`src/rtl/event_counter_bank_pkg.sv`:
```
// Shared constants and helpers for the event counter bank.
// Direction encoding, parameter bounds and the load channel select width.
package event_counter_bank_pkg;

    localparam logic ECB_DIR_UP   = 1'b1;
    localparam logic ECB_DIR_DOWN = 1'b0;

    localparam int ECB_MAX_CHANNELS = 16;
    localparam int ECB_MAX_WIDTH    = 32;

    // A single-channel bank still needs a one-bit select port.
    function automatic int ecb_chan_width(input int channels);
        return (channels > 1) ? $clog2(channels) : 1;
    endfunction

endpackage

```
`src/rtl/event_counter_channel.sv`:
```
// One up/down counter with a one-cycle wrap pulse and a sticky overflow flag.
// Macro EVENT_COUNTER_BANK_SATURATE_EN: saturate at the boundaries instead of wrapping.
module event_counter_channel
    import event_counter_bank_pkg::*;
#(
    parameter int WIDTH = 8
) (
    input  logic             clock,
    input  logic             reset,
    input  logic             enable,
    input  logic             up_down,
    input  logic [WIDTH-1:0] limit,
    input  logic             load,
    input  logic [WIDTH-1:0] load_value,
    input  logic             ovf_clear,
    output logic [WIDTH-1:0] count,
    output logic             wrap_pulse,
    output logic             overflow
);

    localparam logic [WIDTH-1:0] ONE  = WIDTH'(1);
    localparam logic [WIDTH-1:0] ZERO = '0;

    logic [WIDTH-1:0] up_bound_value;
    logic [WIDTH-1:0] down_bound_value;
    logic [WIDTH-1:0] next_count;
    logic             wrap_event;

    // Value taken when a step hits the boundary in each direction.
    always_comb begin
`ifdef EVENT_COUNTER_BANK_SATURATE_EN
        up_bound_value   = limit;
        down_bound_value = ZERO;
`else
        up_bound_value   = ZERO;
        down_bound_value = limit;
`endif
    end

    // Next count and wrap event; load outranks counting.
    always_comb begin
        next_count = count;
        wrap_event = 1'b0;
        if (load) begin
            next_count = load_value;
        end else if (enable) begin
            if (up_down == ECB_DIR_UP) begin
                // ">=" so a count loaded above the limit wraps on its first up-step.
                if (count >= limit) begin
                    next_count = up_bound_value;
                    wrap_event = 1'b1;
                end else begin
                    next_count = count + ONE;
                end
            end else begin
                if (count == ZERO) begin
                    next_count = down_bound_value;
                    wrap_event = 1'b1;
                end else begin
                    next_count = count - ONE;
                end
            end
        end else begin
            next_count = count;
        end
    end

    // Count, pulse and sticky flag registers; a set beats a same-cycle clear.
    always_ff @(posedge clock) begin
        if (reset) begin
            count      <= ZERO;
            wrap_pulse <= 1'b0;
            overflow   <= 1'b0;
        end else begin
            count      <= next_count;
            wrap_pulse <= wrap_event;
            if (wrap_event) begin
                overflow <= 1'b1;
            end else if (ovf_clear) begin
                overflow <= 1'b0;
            end else begin
                overflow <= overflow;
            end
        end
    end

endmodule

```
`src/rtl/event_counter_bank.sv`:
```
// Bank of independent up/down event counters sharing one wrap limit.
// Macro EVENT_COUNTER_BANK_SATURATE_EN (in event_counter_channel) selects saturation.
module event_counter_bank
    import event_counter_bank_pkg::*;
#(
    parameter int CHANNELS = 4,
    parameter int WIDTH    = 8
) (
    input  logic                                  clock,
    input  logic                                  reset,
    input  logic [CHANNELS-1:0]                   enable,
    input  logic [CHANNELS-1:0]                   up_down,
    input  logic [WIDTH-1:0]                      limit,
    input  logic                                  load_valid,
    input  logic [ecb_chan_width(CHANNELS)-1:0]   load_chan,
    input  logic [WIDTH-1:0]                      load_value,
    input  logic [CHANNELS-1:0]                   ovf_clear,
    output logic [CHANNELS*WIDTH-1:0]             count_out,
    output logic [CHANNELS-1:0]                   wrap_pulse,
    output logic [CHANNELS-1:0]                   overflow_out,
    output logic                                  any_overflow
);

    localparam int CHAN_W = ecb_chan_width(CHANNELS);

    logic [CHANNELS-1:0] load_hit;

    // Select values at or above CHANNELS match no instance and are dropped.
    for (genvar i = 0; i < CHANNELS; i++) begin : g_chan
        assign load_hit[i] = load_valid && (load_chan == CHAN_W'(i));

        event_counter_channel #(
            .WIDTH(WIDTH)
        ) u_channel (
            .clock      (clock),
            .reset      (reset),
            .enable     (enable[i]),
            .up_down    (up_down[i]),
            .limit      (limit),
            .load       (load_hit[i]),
            .load_value (load_value),
            .ovf_clear  (ovf_clear[i]),
            .count      (count_out[i*WIDTH +: WIDTH]),
            .wrap_pulse (wrap_pulse[i]),
            .overflow   (overflow_out[i])
        );
    end

    assign any_overflow = |overflow_out;

endmodule

```
`config.mk`:
```
export PLATFORM = sky130hd
export DESIGN_NAME = event_counter_bank
export DESIGN_NICKNAME = d
export VERILOG_FILES = /design/src/rtl/event_counter_bank_pkg.sv /design/src/rtl/event_counter_channel.sv /design/src/rtl/event_counter_bank.sv
export SDC_FILE = /design/constraint.sdc
export NUM_CORES = 1
export LEC_CHECK = 0
export ABC_AREA = 1
export BUFFER_PORTS_ARGS = -buffer_cell sky130_fd_sc_hd__buf_2
export CAP_MARGIN = 0
export CORE_MARGIN = 2
export CORE_UTILIZATION = 45
export CTS_CLUSTER_DIAMETER = 50
export DETAILED_ROUTE_END_ITERATION = 10
export PLACE_DENSITY = 0.68
export SKIP_LAST_GASP = 1
export SLEW_MARGIN = 20
export SYNTH_ARGS = -nofsm -noshare
export SYNTH_HDL_FRONTEND = slang
export SYNTH_HIERARCHICAL = 1
export SYNTH_SLANG_ARGS = --single-unit
```
`constraint.sdc`:
```
create_clock -name clock -period 1.41 [get_ports clock]
set_input_delay 0.2115 -clock clock [delete_from_list [all_inputs] [get_ports clock]]
set_output_delay 0.2115 -clock clock [all_outputs]
set_load 0.02 [all_outputs]
```
---- Yosys cells after proc, flatten, opt, wreduce, memory -nomap -nowiden ----
Cells that the tools add are included.
word-level totals
  input port bits ......................... 33
  register bits after elaboration ......... 40
  output and inout bits ................... 41
operators by class
  equal/unequal tests ..................... 3
  reduce and logical (&&, ||, !) cells .... 18
  add/sub/neg operators ................... 8
  magnitude comparators ................... 4
  muxes and demuxes ....................... 48
operator list
  operator                                           number
  two-way mux 8 bit                                  20
  adder 8 x 1 -> 8 bit (second input constant)       4
  greater-or-equal comparator 8 bit                  4
  zero test 8 bit                                    4
  subtractor 8 x 1 -> 8 bit (second input constant)  4
  two-way mux 1 bit                                  28
  nonzero test 2 bit                                 8
  == test 2 bit (second input constant)              2
  logical AND 1 bit                                  4
  OR reduction 4 bit                                 1
  == test 2 x 1 -> 1 bit (second input constant)     1
  zero test 2 bit                                    1

---- Longest topological paths before layout ----
  depth after elaboration ................. 6
  mapped depth ............................ 12

---- Modules after synthesis ----
The synthesis kept the hierarchy.
modules (own cells, without submodules)
  module                 area each (µm²)  instances  cells an instance
  event_counter_channel  1183.6           4          202
  event_counter_bank     41.3             1          11

---- Worst setup path before layout ----
No wires, ideal clock.
  path kind ............................... register -> register
  start point ............................. register g_chan[0].u_channel.count[0]
  end point ............................... register g_chan[0].u_channel.count[0]
  path buffers ............................ 0
  data arrival time ....................... 1.600 ns
  path slack .............................. -0.260 ns
  period minus slack after synthesis ...... 1.670 ns
  setup time .............................. 0.070 ns
  cell stages (with the launch flop) ...... 12
  cells stage by stage .................... dfxtp_1 > inv_1 > ha_1 > nand2_1 > nand3_1 > nand2_1 > nand2_1 > nand2_1 > nand2_1 > nand2_1 > nand3_1 > a21oi_1
on the way
  cells in the longest elaborated chain, start to end .. 5
  elaborated cells on any way between the ends .. 9
  classes of those cells .................. 2 x add/sub; 1 x order compare; 5 x mux; 1 x reduce/logical
RTL lines
  item                                                     RTL line                                                  RTL
  from (decl)                                              event_counter_channel.sv:16                               output logic [WIDTH-1:0] count,
  from (signal assigned)                                   event_counter_channel.sv:75                               count <= next_count;
  subtractor 8 x 1 -> 8 bit, or another cell as far along  event_counter_channel.sv:60                               next_count = count - ONE;
  two-way mux 8 bit, on equally long branches              event_counter_channel.sv:56, event_counter_channel.sv:49
  two-way mux 8 bit *                                      event_counter_channel.sv:47                               if (up_down == ECB_DIR_UP) begin
  two-way mux 8 bit *                                      event_counter_channel.sv:46                               end else if (enable) begin
  two-way mux 8 bit *                                      event_counter_channel.sv:44                               if (load) begin
Mark *: on every way between the ends. The rest lies on a longest branch, timed or not. The select of a mux whose other input is x is not followed.
A chain may end at the register's enable or synchronous reset.

---- Worst setup path after layout ----
  start point ............................. register g_chan[2].u_channel.count[1]
  end point ............................... register g_chan[2].u_channel.count[4]
on the way
  cells in the longest elaborated chain, start to end .. 5
  elaborated cells on any way between the ends .. 9
  classes of those cells .................. 2 x add/sub; 1 x order compare; 5 x mux; 1 x reduce/logical
RTL lines
  item                                                     RTL line
  from (decl)                                              event_counter_channel.sv:16
  from (signal assigned)                                   event_counter_channel.sv:75
  subtractor 8 x 1 -> 8 bit, or another cell as far along  event_counter_channel.sv:60
  two-way mux 8 bit, on equally long branches              event_counter_channel.sv:56, event_counter_channel.sv:49
  two-way mux 8 bit *                                      event_counter_channel.sv:47
  two-way mux 8 bit *                                      event_counter_channel.sv:46
  two-way mux 8 bit *                                      event_counter_channel.sv:44
Marks and branches as above.

==> qor.yml <==
outcome: "finished with violations"
failed_checks: "setup timing"
maxCapViolations: 0
avgSynthCellArea_sq_um: 5.83
firstDrtPassIters: 5
pre_cts_ws_ps: -275
synth.area.mux_share_pct: 0
synth_xor_area_share_pct: 2.20
stdcell_count: 1171
irDropWorstVdd_uv: 445
drtIter0Drc: 389
wl_per_cell_um: 15.7
tns_ps: -2780
met1_usage_pct: 37.9
synth_fp_nets: 896
synthSimpleGateAreaFrac_pct: 44.7
yosys_warnings: 6
layout_worst_path_cycle_share_pct: 111
layout_common_cells: "188 x nand2_1, 141 x buf_4, 85 x inv_1, 83 x nor2_1, 74 x buf_2"
syn-cell-area_sq_um: 4780
top_usage_layer: "met2"
synthAdderAreaFrac_pct: 11.5
crit_chain: "buf_4 -> ha_2 -> nand2_2 -> nor2_2 -> xor2_1 -> nand3b_1 -> nand2_1 -> nand2_1 -> a21oi_2"
clock_latency_ps: 310
grt_use_total_pct: 30.8
synth-main-ff-cell: "dfxtp_1"
crit_arrival_ps: 1760
placed_cells: 1153
hold_violations: 0
grtUsageMet3_pct: 4.07
slowest_stage: "dfxtp_4"
die_y_um: 107
report.final.slew_viol_count: 0
max_stage_delay_ps: 400
cp-end-kind: "flip-flop"
finalSetupViolCount: 38
fmax_mhz: 638
synth_compound_area_share_pct: 11.3
async_reset_ff_share_pct: 0
synth_cells: 819
vias_per_cell: 5.30
rsz0062_at_grt: "true"
port-buffer-count: 73
first_global_vias: 5946
synth_top_family_by_area: "simple AND/OR/NAND/NOR gates"
hp-class: "in2reg"
htreeDepth: 2
reg2regPathDepth: 9
cts_buffer_depth: 2
critPathKind: "reg2reg"
fin_skew_ps: 5.79
antenna_cells: 0
die_x_um: 107
critPathLaunchType: "flip-flop"
core_sq_um: 10300
ant_nets: 0
ctsRootBufferMaster: "clkbuf_8"
utilization_pct: 73.5
ys_seq_area_share_pct: 16.8
ios: 74
rows: 37
numClockSinks: 40
grt-ovfl-total: 0
synth_edf_count: 0
cp.required_ps: 1600
grt_start_max_net_pins: 20
path_max_fanout: 4
grt_pass1_wl_um: 28200
met2_usage_pct: 54.5
p_per_area_nw_per_um2: 870
totalWireLength_um: 18400
hpwlAfterDp_um: 13500
nets: 1111
layout_setup_ws_ps: -157
yosysUniqueCellTypes: 26
path_clk_slew_ps: 90
vias: 6207
worstMarginPinSlew_ps: 458
slew_headroom_pct: 69.4
drive_above_1_share_pct: 47.3
dieArea_sq_um: 11500
syn2layout_area_growth_pct: 58.9
layout_commonest_cell: "nand2_1"
ys_seq_elements: 40
period_minus_slack_ps: 1570
grt_antenna_before_repair: 0
holdPathStages: 4
cts_made_buffers: 5
cts_tree: "done"
drc_errors: 0
initial_utilization_pct: 46.3
cts_hold_buf: 0
cp_common_cell: "nand2_1"
gp_congestion: 0.926
power.leakage_uw: 0.00386
## cells in the mapped netlist, types with 8 or more instances
| cell type | count | area (sq um) |
|---|---|---|
| a31oi_1 | 8 | 50.1 |
| ha_1 | 44 | 551 |
| o21ai_0 | 20 | 100 |
| dfxtp_1 | 40 | 801 |
| nand3_1 | 84 | 420 |
| o221ai_1 | 8 | 70.1 |
| a21oi_1 | 40 | 200 |
| inv_1 | 102 | 383 |
| xor2_1 | 12 | 105 |
| nor2_4 | 8 | 90.1 |
| inv_2 | 12 | 45.0 |
| buf_6 | 12 | 135 |
| clkbuf_1 | 8 | 30.0 |
| clkinv_1 | 8 | 30.0 |
| nor2_2 | 16 | 100 |
| nand2_2 | 8 | 50.1 |
| nor2_1 | 106 | 398 |
| a21oi_2 | 8 | 70.1 |
| nand2_1 | 227 | 852 |
| nand4_1 | 24 | 150 |
## path summary, 6_finish.rpt
check / startpoint / to / slack, ps
max reg2reg: g_chan[2].u_channel/count[1] / g_chan[2].u_channel/count[4] / -160
max: g_chan[2].u_channel/count[1] / g_chan[2].u_channel/count[4] / -160
min: ovf_clear[0] / g_chan[0].u_channel/overflow / 140
min reg2reg: g_chan[0].u_channel/overflow / g_chan[0].u_channel/overflow / 480
## state kept, by name, indices dropped and copies added (netlist names)
| name | flops |
|---|---|
| g_chan.u_channel/count | 32 |
| g_chan.u_channel/overflow | 4 |
| g_chan.u_channel/wrap_pulse | 4 |
## report_power, final
part           internal, uW  switching (uW)  leakage, uW
Combinational          1890            2380      0.00347
Clock                   355             461    0.0000424
Sequential             1280             243     0.000349
## critical path: cells and delay by family, from the launching register on
kind / cells / cell delay (ps)
xor+xnor: 1 / 210
fa+ha+maj: 1 / 190
simple gates: 5 / 450
flops: 1 / 400
compound gates: 1 / 50
buf+inv: 1 / 160
## metrics by stage
stage          hold WS, ps  area [sq um]  power (uW)
5_1_grt                161          7590        7060
3_5_place_dp           464          6550        4880
4_1_cts                139          7230        6180
3_3_place_gp           464          6550        4810
2_1_floorplan          375          5030        3590
6_report               144          7590        6600
## metal layers
| layer | vias to the layer above | part of all wire [%] |
|---|---|---|
| met5 | - | 0 |
| met4 | 0 | 3.1 |
| met3 | 49 | 5.9 |
| met2 | 244 | 50 |
| met1 | 2853 | 41 |
| li1 | 3061 | - |
## layout make-up
type	count	area, sq um
clock buffers	7	76.3
inverters	122	485
fillers	868	2740
clock inverters	1	8.76
repair buffers	232	1660
multi-input cells	633	4290
well taps	136	170
flip-flops and latches	40	903
## logic make-up after synthesis
family          count (synthesis)
buf+inv                       146
simple gates                  485
xor+xnor                       12
flops                          40
compound gates                 92
fa+ha+maj                      44
## repair_timing
action,in CTS,in global routing
pin swaps,68,61
cloned,1,0
setup endpoints to repair,41,40
buffers inserted,7,3
resized for setup,132,92
No activity file was read; power rests on OpenSTA's default activity.
